===== src/rtl/uart_rx_if.sv =====
// Receive-side link bundle between the serial line / consumer and uart_rx.
interface uart_rx_if;
  logic       rx;
  logic [7:0] rx_data;
  logic       rx_valid;
  logic       rx_frame_err;
  logic       rx_busy;

  modport master (output rx, input rx_data, rx_valid, rx_frame_err, rx_busy);
  modport slave  (input rx, output rx_data, rx_valid, rx_frame_err, rx_busy);
endinterface


===== src/rtl/uart_rx.sv =====
// 8N1 UART receiver with mid-bit sampling and stop-bit framing check.
// Optional UART_RX_MAJORITY_EN: 2-of-3 vote over the last three rx_s samples.
module uart_rx #(
  parameter int CLK_FREQ  = 50_000_000,
  parameter int BAUD_RATE = 115200
) (
  input  logic      clk,
  input  logic      rst_n,
  uart_rx_if.slave  bus
);
  localparam int          BAUD_DIV_I = CLK_FREQ / BAUD_RATE;
  localparam logic [15:0] BIT_LAST   = 16'(BAUD_DIV_I - 1);
  localparam logic [15:0] HALF_LAST  = 16'(BAUD_DIV_I / 2 - 1);

  typedef enum logic [1:0] {S_IDLE, S_START, S_DATA, S_STOP} state_e;

  state_e      state_q, state_d;
  logic [1:0]  sync_q;
  logic        prev_q;
  logic [15:0] cnt_q, cnt_d;
  logic [2:0]  idx_q, idx_d;
  logic [7:0]  shift_q, shift_d;
  logic [7:0]  data_q, data_d;
  logic        valid_q, valid_d;
  logic        ferr_q, ferr_d;
  logic        rx_s, bit_val, fall;

  assign rx_s = sync_q[1];
  assign fall = ~rx_s & prev_q;

`ifdef UART_RX_MAJORITY_EN
  // hist_q holds rx_s from one and two cycles back, so at the decision count
  // the vote covers counts mid-2, mid-1 and mid.
  logic [1:0] hist_q;
  always_ff @(posedge clk or negedge rst_n) begin
    if (!rst_n) hist_q <= 2'b11;
    else        hist_q <= {hist_q[0], rx_s};
  end
  assign bit_val = (hist_q[1] & hist_q[0]) | (hist_q[1] & rx_s) | (hist_q[0] & rx_s);
`else
  assign bit_val = rx_s;
`endif

  always_ff @(posedge clk or negedge rst_n) begin
    if (!rst_n) begin
      sync_q  <= 2'b11;
      prev_q  <= 1'b1;
      state_q <= S_IDLE;
      cnt_q   <= '0;
      idx_q   <= '0;
      shift_q <= '0;
      data_q  <= '0;
      valid_q <= 1'b0;
      ferr_q  <= 1'b0;
    end else begin
      sync_q  <= {sync_q[0], bus.rx};
      prev_q  <= rx_s;
      state_q <= state_d;
      cnt_q   <= cnt_d;
      idx_q   <= idx_d;
      shift_q <= shift_d;
      data_q  <= data_d;
      valid_q <= valid_d;
      ferr_q  <= ferr_d;
    end
  end

  always_comb begin
    state_d = state_q;
    cnt_d   = cnt_q + 16'd1;
    idx_d   = idx_q;
    shift_d = shift_q;
    data_d  = data_q;
    valid_d = 1'b0;
    ferr_d  = 1'b0;
    unique case (state_q)
      S_IDLE: begin
        cnt_d = '0;
        if (fall) state_d = S_START;
      end
      S_START: begin
        if (cnt_q == HALF_LAST) begin
          cnt_d = '0;
          if (bit_val) state_d = S_IDLE;
          else begin
            state_d = S_DATA;
            idx_d   = '0;
          end
        end
      end
      S_DATA: begin
        if (cnt_q == BIT_LAST) begin
          cnt_d   = '0;
          shift_d = {bit_val, shift_q[7:1]};
          idx_d   = idx_q + 3'd1;
          if (idx_q == 3'd7) state_d = S_STOP;
        end
      end
      S_STOP: begin
        if (cnt_q == BIT_LAST) begin
          cnt_d   = '0;
          state_d = S_IDLE;
          if (bit_val) begin
            data_d  = shift_q;
            valid_d = 1'b1;
          end else begin
            ferr_d  = 1'b1;
          end
        end
      end
      default: state_d = S_IDLE;
    endcase
  end

  assign bus.rx_data      = data_q;
  assign bus.rx_valid     = valid_q;
  assign bus.rx_frame_err = ferr_q;
  assign bus.rx_busy      = (state_q != S_IDLE);
endmodule


===== src/flat_wrapper.sv =====
// flat-port wrapper written by rule: the top's interface ports become plain ports
module uart_rx_flat 
#(
  parameter int CLK_FREQ  = 50_000_000,
  parameter int BAUD_RATE = 115200
)
  (clk, rst_n, bus_rx, bus_rx_data, bus_rx_valid, bus_rx_frame_err, bus_rx_busy);
  uart_rx_if bus_i ();
  input  logic clk;
  input  logic rst_n;
  input wire logic [$bits(bus_i.rx)-1:0] bus_rx;
  output wire logic [$bits(bus_i.rx_data)-1:0] bus_rx_data;
  output wire logic [$bits(bus_i.rx_valid)-1:0] bus_rx_valid;
  output wire logic [$bits(bus_i.rx_frame_err)-1:0] bus_rx_frame_err;
  output wire logic [$bits(bus_i.rx_busy)-1:0] bus_rx_busy;
  assign bus_i.rx = bus_rx;
  assign bus_rx_data = bus_i.rx_data;
  assign bus_rx_valid = bus_i.rx_valid;
  assign bus_rx_frame_err = bus_i.rx_frame_err;
  assign bus_rx_busy = bus_i.rx_busy;
  uart_rx #(.CLK_FREQ(CLK_FREQ), .BAUD_RATE(BAUD_RATE)) u_core (.clk(clk), .rst_n(rst_n), .bus(bus_i));
endmodule

===== config.mk =====
export PLATFORM = sky130hd
export DESIGN_NAME = uart_rx_flat
export DESIGN_NICKNAME = d
export VERILOG_FILES = /design/src/rtl/uart_rx_if.sv /design/src/rtl/uart_rx.sv /design/src/flat_wrapper.sv
export SDC_FILE = /design/constraint.sdc
export NUM_CORES = 1
export LEC_CHECK = 0
export BUFFER_PORTS_ARGS = -buffer_cell sky130_fd_sc_hd__clkbuf_2
export CORE_ASPECT_RATIO = 0.75
export CORE_UTILIZATION = 52
export CTS_CLUSTER_SIZE = 28
export DETAILED_ROUTE_END_ITERATION = 6
export HOLD_SLACK_MARGIN = 0.08
export PLACE_DENSITY = 0.78
export SYNTH_ARGS = -nofsm -noshare
export SYNTH_HDL_FRONTEND = slang
export SYNTH_SLANG_ARGS = --single-unit

===== constraint.sdc =====
create_clock -name clk -period 2.3 [get_ports clk]
set_clock_uncertainty 0.05 [all_clocks]
set_input_delay 0.23 -clock clk [delete_from_list [all_inputs] [get_ports clk]]
set_output_delay 0.23 -clock clk [all_outputs]
set_load 0.01 [all_outputs]

==> flow_summary.yaml <==
grt:
  overflow: 0
  grt_max_degree: 42
  grt_antenna_before_repair: 0
  grtUsageTotal: 0.230
  grt_pass1_vias: 1351
  grt_pass1_wl_um: 6530
worst_setup_path:
  r2r-start: "u_core.cnt_q[15]"
  endpoint_kind: "flip-flop"
  endpoint: "u_core.bus.rx_data[5]"
  worst-r2r-cell-count: 4
  cp-start-kind: "flip-flop"
  arrival_ps: 2540
  r2r-end: "u_core.bus.rx_data[5]"
  ff2ff_setup_slack_ps: -110
  crit_required_ps: 2430
  startpoint: "u_core.cnt_q[15]"
  crit_type: "reg2reg"
  cp_max_fo: 8
synth:
  synthTopCellsByArea: "dfrtp_1 50%, mux2_4 6.2%, mux2_2 5.2%"
  syn-num-nets: 169
  avgSynthCellArea_sq_um: 12.1
  postSynthCellCount: 161
  netlist.area_leader.share: 0.502
  synthArstFlopShare: 1.00
  synth_top_area_cell: "dfrtp_1"
  synthesis.area_sq_mm: 0.00194
  synth_flop_cell: "dfrtp_1"
  yosysWarnings: 0
  synth_edf_count: 0
  synth_seq_area_share: 0.542
  synth.ff_latch_count: 42
  ys_top_cells_by_count: "39 x dfrtp_1, 18 x nor2_1, 9 x mux2_2, 8 x inv_1, 8 x mux2_4"
  yosysMostFrequentCell: "dfrtp_1"
  yosysUniqueCellTypes: 38
sta:
  setup_tns_ps: -1430
  hold_viol: 0
  fin_crit_ps: 2410
  worst_pin_slew_ps: 970
  slew_viol_final: 0
  rsz0062_at_grt: "true"
  timing.fmax_ghz: 0.416
  setup_violations: 17
  timing.final.ws_setup_ps: -106
  finalCritPeriodShare: 1.05
  slew_headroom: 0.353
cells_and_area:
  num_antenna_cells: 0
  regArea_sq_mm: 0.00105
  multi_input_area_sq_um: 870
  num-fill-cells: 252
  design_area_sq_mm: 0.00242
  area_growth_pct: 24.6
  layout-drive-gt1-share: 0.394
  final_util: 0.708
  fin_nets: 210
outcome:
  status: "complete, but fails checks"
  violations: "negative setup slack"
clock_tree:
  clkSinkCount: 42
  cts_max_level: 2
  tritoncts: "done"
  clock_path_buffers: 2
  clk_pin_slew_ps: 80
  root_buffer: "clkbuf_8"
  cts_buffers: 5
  insertion_delay_ps: 290
routing:
  viasPerCell: 5.55
  drcViolationCount: 0
  dr.pass1.iters: 7
  wl_per_cell_um: 16.4
  drtIter0Drc: 46
  ant_nets: 0
  num_vias: 1405
  wirelength_um: 4150
placed_design:
  io_buffers: 13
  placed_cell_area_sq_mm: 0.00223
  hpwlAfterDp_um: 2860
  routabilityCongestion: 0.888
die:
  die_x_um: 72.6
  core_area_sq_mm: 0.00342
  dieArea_sq_mm: 0.00399
  io_pins: 14
  die_y_um: 55.0
  num_rows: 18
  start_util: 0.568
power:
  vdd_ir_drop_max_v: 0.000566
  power.density_mw_per_mm2: 586
  p_total_mw: 1.42
  p_leak_nw: 1.15
run:
  cap_violations: 0
hold_path:
  hold_class: "reg2reg"
metrics by stage:
step | worst slack (ps) | hold slack, ps | cells
after floorplan | -103 | -116 | 161
after global placement | -134 | 270 | 241
after detailed placement | -166 | 283 | 241
after CTS | -131 | 311 | 253
after global routing | -137 | 312 | 253
final | -106 | 310 | 253
sequential cells by signal (all words and copies together) (netlist names), named ones only:
| signal | count |
|---|---|
| u_core.state_q | 1 |
| u_core.bus.rx_frame_err | 1 |
| u_core.sync_q | 2 |
| u_core.bus.rx_valid | 1 |
| u_core.bus.rx_data | 8 |
| u_core.shift_q | 8 |
| u_core.cnt_q | 16 |
| u_core.prev_q | 1 |
| u_core.idx_q | 3 |
worst min-delay path by stage:
stage	from	end	slack (ps)	depth (start not counted)
finish	u_core.sync_q[0]	u_core.sync_q[1]	310	0
global route	u_core.sync_q[0]	u_core.sync_q[1]	310	0
CTS	u_core.sync_q[0]	u_core.sync_q[1]	310	0
detailed placement	bus_rx	u_core.sync_q[0]	280	1
global placement	bus_rx	u_core.sync_q[0]	270	1
floorplan	rst_n	asynchronous set/reset pin	-120	0
repair_timing:
item	4_1_cts	5_1_grt
hold buffers	2	0
endpoints found under the hold margin	40	0
buffers inserted	2	1
gates resized for setup	5	8
setup endpoints to repair	37	37
pin swaps	2	1
final cells by class:
class	instances	area share
Sequential cell	42	0.435
Multi-Input combinational cell	105	0.359
Timing Repair Buffer	40	0.121
Clock buffer	5	0.0284
Tap cell	50	0.0258
Clock inverter	3	0.0186
Inverter	8	0.0124
metal layers:
metal / track usage / part of all wire / up-vias
li1: - / - / 648
met1: 0.286 / 0.45 / 706
met2: 0.403 / 0.50 / 42
met3: 0.0598 / 0.044 / 9
met4: 0.0719 / 0.015 / 0
met5: 0 / 0 / -
cells by family after synthesis:
logic type / after synthesis / share of synthesized area
buf+inv: 14 / 0.0315
simple gates: 59 / 0.174
fa+ha+maj: 5 / 0.0322
xor+xnor: 12 / 0.0541
flops: 42 / 0.542
mux: 18 / 0.119
compound gates: 11 / 0.0463
worst max-delay path, stage by stage, from the launching register on:
cell	delay, ps
dfrtp_1	390
or4_4	540
or4_4	550
or3_4	430
mux2_4	320
where the power goes:
| group | internal [mW] | leakage (nW) | switching, mW |
|---|---|---|---|
| clock | 0.323 | 0.0504 | 0.254 |
| combinational | 0.0360 | 0.524 | 0.0470 |
| sequential | 0.747 | 0.575 | 0.0128 |
| total | 1.11 | 1.15 | 0.313 |
layout by cell type (no fill, tap or decap), drive strengths merged, types with 2 or more instances in the layout:
cell type,instances
o2bb2ai,2
buf,25
xnor2,6
nand4,6
dlygate4sd3,2
dfrtp,39
a21oi,3
and3,3
xor2,6
or4,5
nand2,7
and4,2
nand3,5
nor3,2
ha,5
a22oi,2
clkbuf,18
mux2,17
nor4,2
clkinvlp,2
or3,2
nor2,19
inv,8
dfstp,3
(Power assumes the default switching activity.)
